==> src/rtl/ahb_lite_master_if.sv <==
// Command/response and AHB-Lite bus bundle for ahb_lite_master.
// The master modport is the initiator's view; the slave modport is the view of
// whatever sits on the other side (host logic plus the AHB slave).
interface ahb_lite_master_if #(
  parameter int unsigned ADDR_W = 7,
  parameter int unsigned DATA_W = 32
);
  // Command side
  logic              cmd_valid;
  logic              cmd_ready;
  logic              cmd_write;
  logic [ADDR_W-1:0] cmd_addr;
  logic [1:0]        cmd_size;
  logic [DATA_W-1:0] cmd_wdata;
  // Response side
  logic              rsp_valid;
  logic [DATA_W-1:0] rsp_rdata;
  logic              rsp_err;
  logic              rsp_timeout;
  // AHB-Lite bus
  logic              hsel;
  logic [ADDR_W-1:0] haddr;
  logic [1:0]        htrans;
  logic [1:0]        hsize;
  logic              hwrite;
  logic [DATA_W-1:0] hwdata;
  logic [DATA_W-1:0] hrdata;
  logic              hready;
  logic              hresp;

  modport master (
    input  cmd_valid, cmd_write, cmd_addr, cmd_size, cmd_wdata,
    input  hrdata, hready, hresp,
    output cmd_ready, rsp_valid, rsp_rdata, rsp_err, rsp_timeout,
    output hsel, haddr, htrans, hsize, hwrite, hwdata
  );

  modport slave (
    output cmd_valid, cmd_write, cmd_addr, cmd_size, cmd_wdata,
    output hrdata, hready, hresp,
    input  cmd_ready, rsp_valid, rsp_rdata, rsp_err, rsp_timeout,
    input  hsel, haddr, htrans, hsize, hwrite, hwdata
  );
endinterface

==> src/rtl/ahb_lite_master.sv <==
// Single-outstanding, non-pipelined AHB-Lite initiator.
// One accepted command becomes one NONSEQ single transfer; the result comes
// back as a one-cycle rsp_valid pulse. All outputs are registered.
// Optional watchdog: define AHB_MASTER_TIMEOUT_EN to abort transfers that
// stall for TIMEOUT_CYCLES hready-low cycles.
module ahb_lite_master #(
  parameter int unsigned ADDR_W         = 7,
  parameter int unsigned DATA_W         = 32,
  parameter int unsigned TIMEOUT_CYCLES = 16
) (
  input logic               clk,
  input logic               nRst,
  ahb_lite_master_if.master bus
);

  localparam logic [1:0] HTRANS_IDLE   = 2'b00;
  localparam logic [1:0] HTRANS_NONSEQ = 2'b10;

  typedef enum logic [1:0] {
    ST_IDLE,
    ST_ADDR,
    ST_DATA,
    ST_ERR
  } state_e;

  state_e            state_q, state_d;
  logic              cmd_ready_q, cmd_ready_d;
  logic              rsp_valid_q, rsp_valid_d;
  logic [DATA_W-1:0] rsp_rdata_q, rsp_rdata_d;
  logic              rsp_err_q, rsp_err_d;
  logic              rsp_timeout_q, rsp_timeout_d;
  logic              hsel_q, hsel_d;
  logic [ADDR_W-1:0] haddr_q, haddr_d;
  logic [1:0]        htrans_q, htrans_d;
  logic [1:0]        hsize_q, hsize_d;
  logic              hwrite_q, hwrite_d;
  logic [DATA_W-1:0] hwdata_q, hwdata_d;
  logic [DATA_W-1:0] wdata_q, wdata_d;

  logic accept_c;
  logic expire_c;

  assign accept_c = (state_q == ST_IDLE) && cmd_ready_q && bus.cmd_valid;

`ifdef AHB_MASTER_TIMEOUT_EN
  localparam int unsigned CNT_W = $clog2(TIMEOUT_CYCLES + 1);

  logic [CNT_W-1:0] wait_cnt_q, wait_cnt_d;

  // Count hready-low cycles of the current transfer; cleared on acceptance.
  always_comb begin
    wait_cnt_d = wait_cnt_q;
    if (accept_c) begin
      wait_cnt_d = '0;
    end else if ((state_q != ST_IDLE) && !bus.hready) begin
      wait_cnt_d = wait_cnt_q + CNT_W'(1);
    end
  end

  // Expiry fires on the edge where the count would reach TIMEOUT_CYCLES.
  // It needs hready low, so it can never coincide with a normal completion.
  assign expire_c = (state_q != ST_IDLE) && !bus.hready &&
                    (wait_cnt_q == CNT_W'(TIMEOUT_CYCLES - 1));

  // Watchdog counter register.
  always_ff @(posedge clk or negedge nRst) begin
    if (!nRst) begin
      wait_cnt_q <= '0;
    end else begin
      wait_cnt_q <= wait_cnt_d;
    end
  end
`else
  logic unused_timeout_cfg;

  assign expire_c           = 1'b0;
  assign unused_timeout_cfg = ^32'(TIMEOUT_CYCLES);
`endif

  // Next-state and next-output logic for the transfer sequencer.
  always_comb begin
    state_d       = state_q;
    cmd_ready_d   = cmd_ready_q;
    rsp_valid_d   = 1'b0;
    rsp_rdata_d   = rsp_rdata_q;
    rsp_err_d     = rsp_err_q;
    rsp_timeout_d = rsp_timeout_q;
    hsel_d        = hsel_q;
    haddr_d       = haddr_q;
    htrans_d      = htrans_q;
    hsize_d       = hsize_q;
    hwrite_d      = hwrite_q;
    hwdata_d      = hwdata_q;
    wdata_d       = wdata_q;

    case (state_q)
      ST_IDLE: begin
        if (accept_c) begin
          state_d     = ST_ADDR;
          cmd_ready_d = 1'b0;
          hsel_d      = 1'b1;
          htrans_d    = HTRANS_NONSEQ;
          haddr_d     = bus.cmd_addr;
          hsize_d     = bus.cmd_size;
          hwrite_d    = bus.cmd_write;
          wdata_d     = bus.cmd_wdata;
        end
      end

      ST_ADDR: begin
        // Address phase held stable until the slave takes it.
        if (bus.hready) begin
          state_d  = ST_DATA;
          hsel_d   = 1'b0;
          htrans_d = HTRANS_IDLE;
          if (hwrite_q) begin
            hwdata_d = wdata_q;
          end
        end
      end

      ST_DATA: begin
        if (bus.hready) begin
          state_d       = ST_IDLE;
          cmd_ready_d   = 1'b1;
          rsp_valid_d   = 1'b1;
          rsp_err_d     = bus.hresp;
          rsp_timeout_d = 1'b0;
          rsp_rdata_d   = (bus.hresp || hwrite_q) ? '0 : bus.hrdata;
        end else if (bus.hresp) begin
          state_d = ST_ERR;
        end
      end

      ST_ERR: begin
        // Second cycle of the two-cycle ERROR response ends the transfer.
        if (bus.hready) begin
          state_d       = ST_IDLE;
          cmd_ready_d   = 1'b1;
          rsp_valid_d   = 1'b1;
          rsp_err_d     = 1'b1;
          rsp_timeout_d = 1'b0;
          rsp_rdata_d   = '0;
        end
      end

      default: begin
        state_d = ST_IDLE;
      end
    endcase

    if (expire_c) begin
      state_d       = ST_IDLE;
      cmd_ready_d   = 1'b1;
      hsel_d        = 1'b0;
      htrans_d      = HTRANS_IDLE;
      rsp_valid_d   = 1'b1;
      rsp_err_d     = 1'b1;
      rsp_timeout_d = 1'b1;
      rsp_rdata_d   = '0;
    end
  end

  // State and output registers.
  always_ff @(posedge clk or negedge nRst) begin
    if (!nRst) begin
      state_q       <= ST_IDLE;
      cmd_ready_q   <= 1'b1;
      rsp_valid_q   <= 1'b0;
      rsp_rdata_q   <= '0;
      rsp_err_q     <= 1'b0;
      rsp_timeout_q <= 1'b0;
      hsel_q        <= 1'b0;
      haddr_q       <= '0;
      htrans_q      <= HTRANS_IDLE;
      hsize_q       <= 2'b00;
      hwrite_q      <= 1'b0;
      hwdata_q      <= '0;
      wdata_q       <= '0;
    end else begin
      state_q       <= state_d;
      cmd_ready_q   <= cmd_ready_d;
      rsp_valid_q   <= rsp_valid_d;
      rsp_rdata_q   <= rsp_rdata_d;
      rsp_err_q     <= rsp_err_d;
      rsp_timeout_q <= rsp_timeout_d;
      hsel_q        <= hsel_d;
      haddr_q       <= haddr_d;
      htrans_q      <= htrans_d;
      hsize_q       <= hsize_d;
      hwrite_q      <= hwrite_d;
      hwdata_q      <= hwdata_d;
      wdata_q       <= wdata_d;
    end
  end

  assign bus.cmd_ready   = cmd_ready_q;
  assign bus.rsp_valid   = rsp_valid_q;
  assign bus.rsp_rdata   = rsp_rdata_q;
  assign bus.rsp_err     = rsp_err_q;
  assign bus.rsp_timeout = rsp_timeout_q;
  assign bus.hsel        = hsel_q;
  assign bus.haddr       = haddr_q;
  assign bus.htrans      = htrans_q;
  assign bus.hsize       = hsize_q;
  assign bus.hwrite      = hwrite_q;
  assign bus.hwdata      = hwdata_q;

endmodule

==> src/flat_wrapper.sv <==
// flat-port wrapper written by rule: the top's interface ports become plain ports
module ahb_lite_master_flat 
#(
  parameter int unsigned ADDR_W         = 7,
  parameter int unsigned DATA_W         = 32,
  parameter int unsigned TIMEOUT_CYCLES = 16
)
  (clk, nRst, bus_cmd_valid, bus_cmd_write, bus_cmd_addr, bus_cmd_size, bus_cmd_wdata, bus_hrdata, bus_hready, bus_hresp, bus_cmd_ready, bus_rsp_valid, bus_rsp_rdata, bus_rsp_err, bus_rsp_timeout, bus_hsel, bus_haddr, bus_htrans, bus_hsize, bus_hwrite, bus_hwdata);
  ahb_lite_master_if #(.ADDR_W(ADDR_W), .DATA_W(DATA_W)) bus_i ();
  input logic clk;
  input logic nRst;
  input wire logic [$bits(bus_i.cmd_valid)-1:0] bus_cmd_valid;
  input wire logic [$bits(bus_i.cmd_write)-1:0] bus_cmd_write;
  input wire logic [$bits(bus_i.cmd_addr)-1:0] bus_cmd_addr;
  input wire logic [$bits(bus_i.cmd_size)-1:0] bus_cmd_size;
  input wire logic [$bits(bus_i.cmd_wdata)-1:0] bus_cmd_wdata;
  input wire logic [$bits(bus_i.hrdata)-1:0] bus_hrdata;
  input wire logic [$bits(bus_i.hready)-1:0] bus_hready;
  input wire logic [$bits(bus_i.hresp)-1:0] bus_hresp;
  output wire logic [$bits(bus_i.cmd_ready)-1:0] bus_cmd_ready;
  output wire logic [$bits(bus_i.rsp_valid)-1:0] bus_rsp_valid;
  output wire logic [$bits(bus_i.rsp_rdata)-1:0] bus_rsp_rdata;
  output wire logic [$bits(bus_i.rsp_err)-1:0] bus_rsp_err;
  output wire logic [$bits(bus_i.rsp_timeout)-1:0] bus_rsp_timeout;
  output wire logic [$bits(bus_i.hsel)-1:0] bus_hsel;
  output wire logic [$bits(bus_i.haddr)-1:0] bus_haddr;
  output wire logic [$bits(bus_i.htrans)-1:0] bus_htrans;
  output wire logic [$bits(bus_i.hsize)-1:0] bus_hsize;
  output wire logic [$bits(bus_i.hwrite)-1:0] bus_hwrite;
  output wire logic [$bits(bus_i.hwdata)-1:0] bus_hwdata;
  assign bus_i.cmd_valid = bus_cmd_valid;
  assign bus_i.cmd_write = bus_cmd_write;
  assign bus_i.cmd_addr = bus_cmd_addr;
  assign bus_i.cmd_size = bus_cmd_size;
  assign bus_i.cmd_wdata = bus_cmd_wdata;
  assign bus_i.hrdata = bus_hrdata;
  assign bus_i.hready = bus_hready;
  assign bus_i.hresp = bus_hresp;
  assign bus_cmd_ready = bus_i.cmd_ready;
  assign bus_rsp_valid = bus_i.rsp_valid;
  assign bus_rsp_rdata = bus_i.rsp_rdata;
  assign bus_rsp_err = bus_i.rsp_err;
  assign bus_rsp_timeout = bus_i.rsp_timeout;
  assign bus_hsel = bus_i.hsel;
  assign bus_haddr = bus_i.haddr;
  assign bus_htrans = bus_i.htrans;
  assign bus_hsize = bus_i.hsize;
  assign bus_hwrite = bus_i.hwrite;
  assign bus_hwdata = bus_i.hwdata;
  ahb_lite_master #(.ADDR_W(ADDR_W), .DATA_W(DATA_W), .TIMEOUT_CYCLES(TIMEOUT_CYCLES)) u_core (.clk(clk), .nRst(nRst), .bus(bus_i));
endmodule
==> config.mk <==
export PLATFORM = sky130hd
export DESIGN_NAME = ahb_lite_master_flat
export DESIGN_NICKNAME = d
export VERILOG_FILES = /design/src/rtl/ahb_lite_master_if.sv /design/src/rtl/ahb_lite_master.sv /design/src/flat_wrapper.sv
export SDC_FILE = /design/constraint.sdc
export NUM_CORES = 1
export LEC_CHECK = 0
export CORE_AREA = 2 2 117 119
export CTS_CLUSTER_DIAMETER = 40
export DETAILED_ROUTE_END_ITERATION = 8
export DIE_AREA = 0 0 119 121
export PLACE_DENSITY = 0.68
export SLEW_MARGIN = 30
export SYNTH_ARGS = -nofsm -noshare
export SYNTH_HDL_FRONTEND = slang
export SYNTH_SLANG_ARGS = --single-unit
==> constraint.sdc <==
create_clock -name clk -period 2.9 [get_ports clk]
set_clock_uncertainty 0.2 [all_clocks]
set_input_delay 0.29 -clock clk [delete_from_list [all_inputs] [get_ports clk]]
set_output_delay 0.29 -clock clk [all_outputs]
set_load 0.005 [all_outputs]
==> results of run 1 <==
-- worst paths after layout --
kind | endpoint | slack (ns) | cells past startpoint
min in group asynchronous | u_core.wdata_q[30] | 0.33 | 2
setup / recovery | u_core.bus.hwdata[27] | 0.85 | 4
hold / removal | u_core.bus.rsp_rdata[18] | 0.29 | 1
max in group asynchronous | u_core.wdata_q[5] | 1.43 | 3
hold reg to reg | u_core.bus.rsp_rdata[18] | 0.29 | 1
setup reg to reg | u_core.bus.hwdata[27] | 0.85 | 4
-- state kept, by name, summed over array words and instances (netlist names) --
register              count
u_core.bus.hwdata        32
u_core.bus.rsp_rdata     32
u_core.wdata_q           32
u_core.bus.haddr          7
u_core.bus.hsize          2
u_core.state_q            2
u_core.bus.cmd_ready      1
u_core.bus.htrans         1
u_core.bus.hwrite         1
u_core.bus.rsp_err        1
u_core.bus.rsp_valid      1
-- what timing repair did --
action / in CTS / in global routing
endpoints found under the hold margin: 53 / 0
setup buffers: 0 / 0
hold buffers: 1 / 0
-- placed cells by master, fill, tap and decap left out, types with 3 or more instances in the layout --
| cell | instances |
|---|---|
| nand3_1 | 32 |
| clkdlybuf4s50_1 | 156 |
| clkbuf_16 | 9 |
| dfrtp_1 | 111 |
| o2bb2ai_1 | 32 |
| inv_1 | 3 |
| buf_4 | 8 |
| a21oi_1 | 3 |
| mux2_4 | 37 |
| mux2_2 | 37 |
-- kinds of logic (layout without fill, tap and decap cells) --
group	Yosys count	after routing	synth area share
muxes	74	74	0.2143
and+or+nand+nor	38	38	0.04690
DFF	112	112	0.6182
other	1	2	0.0008268
buffers and inverters	29	186	0.04910
AOI/OAI and AO/OA	39	39	0.07062
-- layout make-up --
type                            instances  area, sq um
Clock buffer                           11        242.7
Clock inverter                          5        80.08
Fill cell                            1116         6533
Inverter                                3        11.26
Multi-Input combinational cell        153         1523
Sequential cell                       112         2804
Tap cell                              176        220.2
Timing Repair Buffer                  167         1672
-- worst register-to-register path: cells and delay by family (launching register included) --
family | cells | cell delay [ns]
buf+inv | 2 | 0.67
flops | 1 | 0.42
mux | 1 | 0.38
simple gates | 1 | 0.26
-- power groups by stage --
stage / clock [mW] / combinational, mW / sequential (mW)
2_1_floorplan: 0 / 1.39 / 2.76
3_3_place_gp: 0 / 2.71 / 2.79
3_5_place_dp: 0 / 2.79 / 2.80
4_1_cts: 1.37 / 2.80 / 2.80
5_1_grt: 1.43 / 2.96 / 2.88
6_report: 1.33 / 2.75 / 2.79
-- metal layers --
metal	GRT usage	up-vias
met5	0	-
met4	0.03571	0
met3	0.05780	9
met2	0.2414	101
met1	0.1932	1459
li1	-	1357
-- through the flow --
step	setup WS [ns]	total power, mW
final	0.8502	6.869
after global routing	0.7558	7.278
after CTS	0.8388	6.970
after detailed placement	0.6595	5.590
after global placement	0.8029	5.502
after floorplan	1.120	4.141
==> run_results.csv, run 1 <==
group,metric,value,unit
critical_path,cp-startpoint,"u_core.state_q[1]",
critical_path,worst-path-max-fanout,38,
layout,syn_to_final_growth,44.47,%
synth,synth-async-reset-ratio,1.000,
place,numPortBuffers,157,
routing,dr.pass1.iters,4,
timing,period_needed,2.050,ns
timing,rsz0062_at_grt,"no",
cts,cts_sinks,112,
synth,synthCells,293,
synth,synth_top_cell_by_area,"dfrtp_1",
critical_path,crit_top_cell,"buf_4",
routing,dr_wl_met3,639,microns
job,drv_cap,0,
critical_path,cp.arrival,2.07,ns
synth,avgSynthCellArea,15.48,sq um
layout,final_util,0.5008,
power_and_ir_drop,clkPwrFrac,0.193,
power_and_ir_drop,p_int,4.995,mW
floorplan,rows,42,
place,place.gp.congestion,0.6844,
critical_path,cp.required,2.92,ns
routing,via_per_inst,4.667,
cts,clock_latency,0.35,ns
power_and_ir_drop,power_density,1048,nW/um^2
synth,synth_commonest_cells,"dfrtp_1 (111), mux2_2 (37), mux2_4 (37), nand3_1 (32), o2bb2ai_1 (32)",
critical_path,worstPathCellList,"buf_4, nand4b_2, buf_4, mux2_2",
power_and_ir_drop,switchingPower,1.874,mW
hold_path,hold_start,"u_core.bus.rsp_rdata[18]",
cts,h-tree-depth,3,
synth,yosys_warnings,0,
routing,drc_errors,0,
layout,num_antenna_cells,0,
critical_path,start_kind,"flip-flop",
routing,drt-met1-wl,4574,microns
cts,cts.repair.resized,0,
critical_path,slowest_stage,"dfrtp_1",
timing,worst_pin_slew,0.6908,ns
place,placed_cell_area,6218,sq um
floorplan,die_w,119,microns
routing,antenna_left,0,
hold_path,hp-class,"reg2reg",
floorplan,core_area,13090,sq um
routing,drt-total-wl,10380,microns
timing,finalSetupTns,0,ns
power_and_ir_drop,p_leak,2.746,nW
cts,cts_tree,"yes",
floorplan,die_h,121,microns
timing,drv_slew,0,
power_and_ir_drop,switching_share,0.2728,
critical_path,crit-reg2reg-launch,"u_core.state_q[1]",
synth,synth-edff-count,0,
place,hpwl,7070,microns
layout,design_area,6553,sq um
global_routing,grt_pass1_wl,16930,microns
synth,yosys.cell_count.top_type,"dfrtp_1",
cts,cts_root_buffer,"clkbuf_16",
cts,cts_buffers,9,
synth,synthDistinctLibCells,24,
timing,slew_headroom,0.5395,
layout,final_cells,627,
routing,drt_iter0_markers,144,
critical_path,timing.critical_path.buf_inv,2,
power_and_ir_drop,combPwrFrac,0.400,
routing,route.met2.wl,5070,microns
floorplan,io_pins,160,
routing,wl_per_cell,16.56,microns
power_and_ir_drop,peakVddDrop,656.9,uV
routing,topRoutingLayerUsed,"met4",
timing,fmax,0.4879,GHz
floorplan,initial_core_util,0.3466,
synth,synthFlopType,"dfrtp_1",
synth,synth-seq-area-share,0.6182,
timing,setup_viol,0,
status,status,"completed",
global_routing,grt_pass1_vias,3181,
layout,drive_above_1_share,0.2284,
timing,timing.hold.ws,0.2909,ns
layout,nNetsFinal,525,
global_routing,grt_max_degree,59,
timing,finalCritPeriodShare,0.7068,
synth,yosys.area.top_type_share,0.6124,
power_and_ir_drop,p_seq_frac,0.407,
floorplan,die-area,14400,sq um
place,dp.cells,610,
critical_path,cp_top_family,"buffers and inverters",
cts,clockBufferDepth,2,
global_routing,antenna_found_initial,0,
critical_path,max_stage_delay,0.42,ns
routing,num_vias,2926,
synth,netlist_area,4536,sq um
cts,clk_pin_slew,0.07,ns
critical_path,crit_type,"reg2reg",
global_routing,grt-ovfl-total,0,
timing,hold_viol,0,
critical_path,cp-end-kind,"flip-flop",
global_routing,track_usage,0.1505,
synth,synthTopCellsByArea,"dfrtp_1 (61%), mux2_4 (12%), mux2_2 (9.2%), o2bb2ai_1 (6.2%), nand3_1 (3.5%)",
synth,yosys_register_bits,112,
No activity file was read; power rests on OpenSTA's default activity.
==> run 2: changes to the inputs <==
==> constraint.sdc (replaced) <==
create_clock -name clk -period 2 [get_ports clk]
set_clock_uncertainty 0.2 [all_clocks]
set_input_delay 0.2 -clock clk [delete_from_list [all_inputs] [get_ports clk]]
set_output_delay 0.2 -clock clk [all_outputs]
set_load 0.005 [all_outputs]
==> run 2 against run 1 <==
  * Critical path depth shrank 1
  * Combinational power grew 48%
  * Maximum frequency grew 7.0%
  * Cell count grew 1.3%
  * Die area is the same
  * Worst setup slack lost 0.77 ns
  * Clock-buffer cell count is the same
  * Non-clock buffer count up 8
  * Critical path type unchanged
==> run_results.csv, run 2 (synthesis results as in run 1) <==
group,metric,value,unit
routing,drt-total-wl,10340,microns
global_routing,antenna_found_initial,0,
critical_path,cp_top_family,"flip-flops",
cts,h-tree-depth,3,
routing,antenna_left,0,
global_routing,grt_pass1_vias,3238,
critical_path,worst-path-max-fanout,18,
routing,drt_iter0_markers,180,
timing,finalCritPeriodShare,0.9577,
cts,cts.repair.resized,0,
routing,via_per_inst,4.726,
layout,num_antenna_cells,0,
routing,wl_per_cell,16.28,microns
place,dp.cells,618,
critical_path,cp.required,2.03,ns
timing,timing.hold.ws,0.1162,ns
routing,drc_errors,0,
power_and_ir_drop,peakVddDrop,663.6,uV
timing,fmax,0.5221,GHz
routing,num_vias,3001,
floorplan,core_area,13090,sq um
layout,nNetsFinal,533,
cts,clockBufferDepth,2,
place,place.gp.congestion,0.6770,
timing,finalSetupTns,0,ns
critical_path,cp.arrival,1.95,ns
status,status,"completed",
global_routing,grt_pass1_wl,16860,microns
critical_path,cp-end-kind,"flip-flop",
cts,cts_tree,"yes",
floorplan,rows,42,
power_and_ir_drop,p_leak,2.789,nW
floorplan,die_w,119,microns
cts,clk_pin_slew,0.07,ns
layout,final_common_cell,"clkdlybuf4s50_1",
cts,clock_latency,0.35,ns
layout,syn_to_final_growth,45.79,%
cts,cts_buffers,9,
cts,cts_setup_buffers,0,
critical_path,max_stage_delay,0.54,ns
layout,final_cells,635,
place,numPortBuffers,157,
layout,drive_above_1_share,0.2397,
floorplan,die_h,121,microns
hold_path,hp-class,"in2async",
timing,drv_slew,0,
critical_path,crit_type,"reg2reg",
timing,setup_viol,0,
timing,period_needed,1.915,ns
power_and_ir_drop,power_density,1496,nW/um^2
global_routing,grt-ovfl-total,0,
critical_path,slowest_stage,"dfstp_2",
critical_path,start_kind,"flip-flop",
timing,rsz0062_at_grt,"no",
job,drv_cap,0,
layout,fill_cells,1116,
global_routing,track_usage,0.1509,
floorplan,initial_core_util,0.3466,
place,hpwl,7196,microns
timing,hold_viol,0,
layout,most-common-layout-cells,"clkdlybuf4s50_1 (156), dfrtp_1 (111), mux2_4 (37), mux2_2 (37)",
critical_path,timing.critical_path.buf_inv,1,
cts,cts_sinks,112,
floorplan,io_pins,160,
cts,cts_root_buffer,"clkbuf_16",
floorplan,die-area,14400,sq um
critical_path,worstPathCellList,"nor4bb_4, buf_4, mux2_2",
routing,dr.pass1.iters,4,
global_routing,grt_max_degree,59,
run 2: cell count changes in the layout (fill, tap and decap cells not counted), sizes merged:
cell      before  now
buf           10   18
clkinvlp       2    1
bufinv         2    1
clkinv         1    3
run 2: metal layers:
| layer | vias up | part of all wire | global-route usage |
|---|---|---|---|
| met3 | 8 | 0.068 | 0.05357 |
| met1 | 1511 | 0.43 | 0.1910 |
| met2 | 112 | 0.49 | 0.2432 |
| li1 | 1370 | - | - |
| met4 | 0 | 0.012 | 0.04688 |
| met5 | - | 0 | 0 |
run 2: path summary, 6_finish.rpt:
path	cells after the start	end	slack, ns	start
worst min-delay path	2	u_core.bus.rsp_rdata[7]	0.12	nRst
worst max register to register	3	u_core.bus.haddr[6]	0.08	u_core.bus.cmd_ready
min in group clk	3	u_core.bus.rsp_rdata[27]	0.20	bus_hrdata[27]
worst min register to register	2	u_core.bus.cmd_ready	0.29	u_core.bus.cmd_ready
max in group asynchronous	3	u_core.bus.hwdata[10]	0.87	nRst
worst max-delay path	3	u_core.bus.haddr[6]	0.08	u_core.bus.cmd_ready
run 2: timing repair:
| item | CTS | global route |
|---|---|---|
| setup endpoints to repair | 0 | 0 |
| endpoints found under the hold margin | 112 | 0 |
| hold buffers | 1 | 0 |
run 2: power breakdown:
part	leakage, nW	switching [mW]	internal, mW	total (mW)
Combinational	1.25	1.27	2.80	4.06
Sequential	1.39	0.640	3.39	4.03
Clock	0.145	0.796	1.00	1.80
Total	2.79	2.70	7.19	9.89
run 2: cell type report:
cell class,count,area (sq um),share of cell area
sequential,112,2804,0.4240
timing repair buffer,175,1757,0.2657
multi-input combinational,153,1521,0.2301
clock buffer,11,242.7,0.03671
tap,176,220.2,0.03330
clock inverter,5,56.30,0.008515
inverter,3,11.26,0.001703
run 2: per-stage QoR:
step,power [mW],utilization,area (sq um),worst slack (ns)
detailed placement,8.163,0.4817,6304,0.02710
CTS,10.05,0.5054,6613,0.06279
finish,9.893,0.5054,6613,0.08459
global route,10.52,0.5054,6613,0.01948
floorplan,6.005,-,4539,0.2198
global placement,8.048,0.4817,6304,0.06579
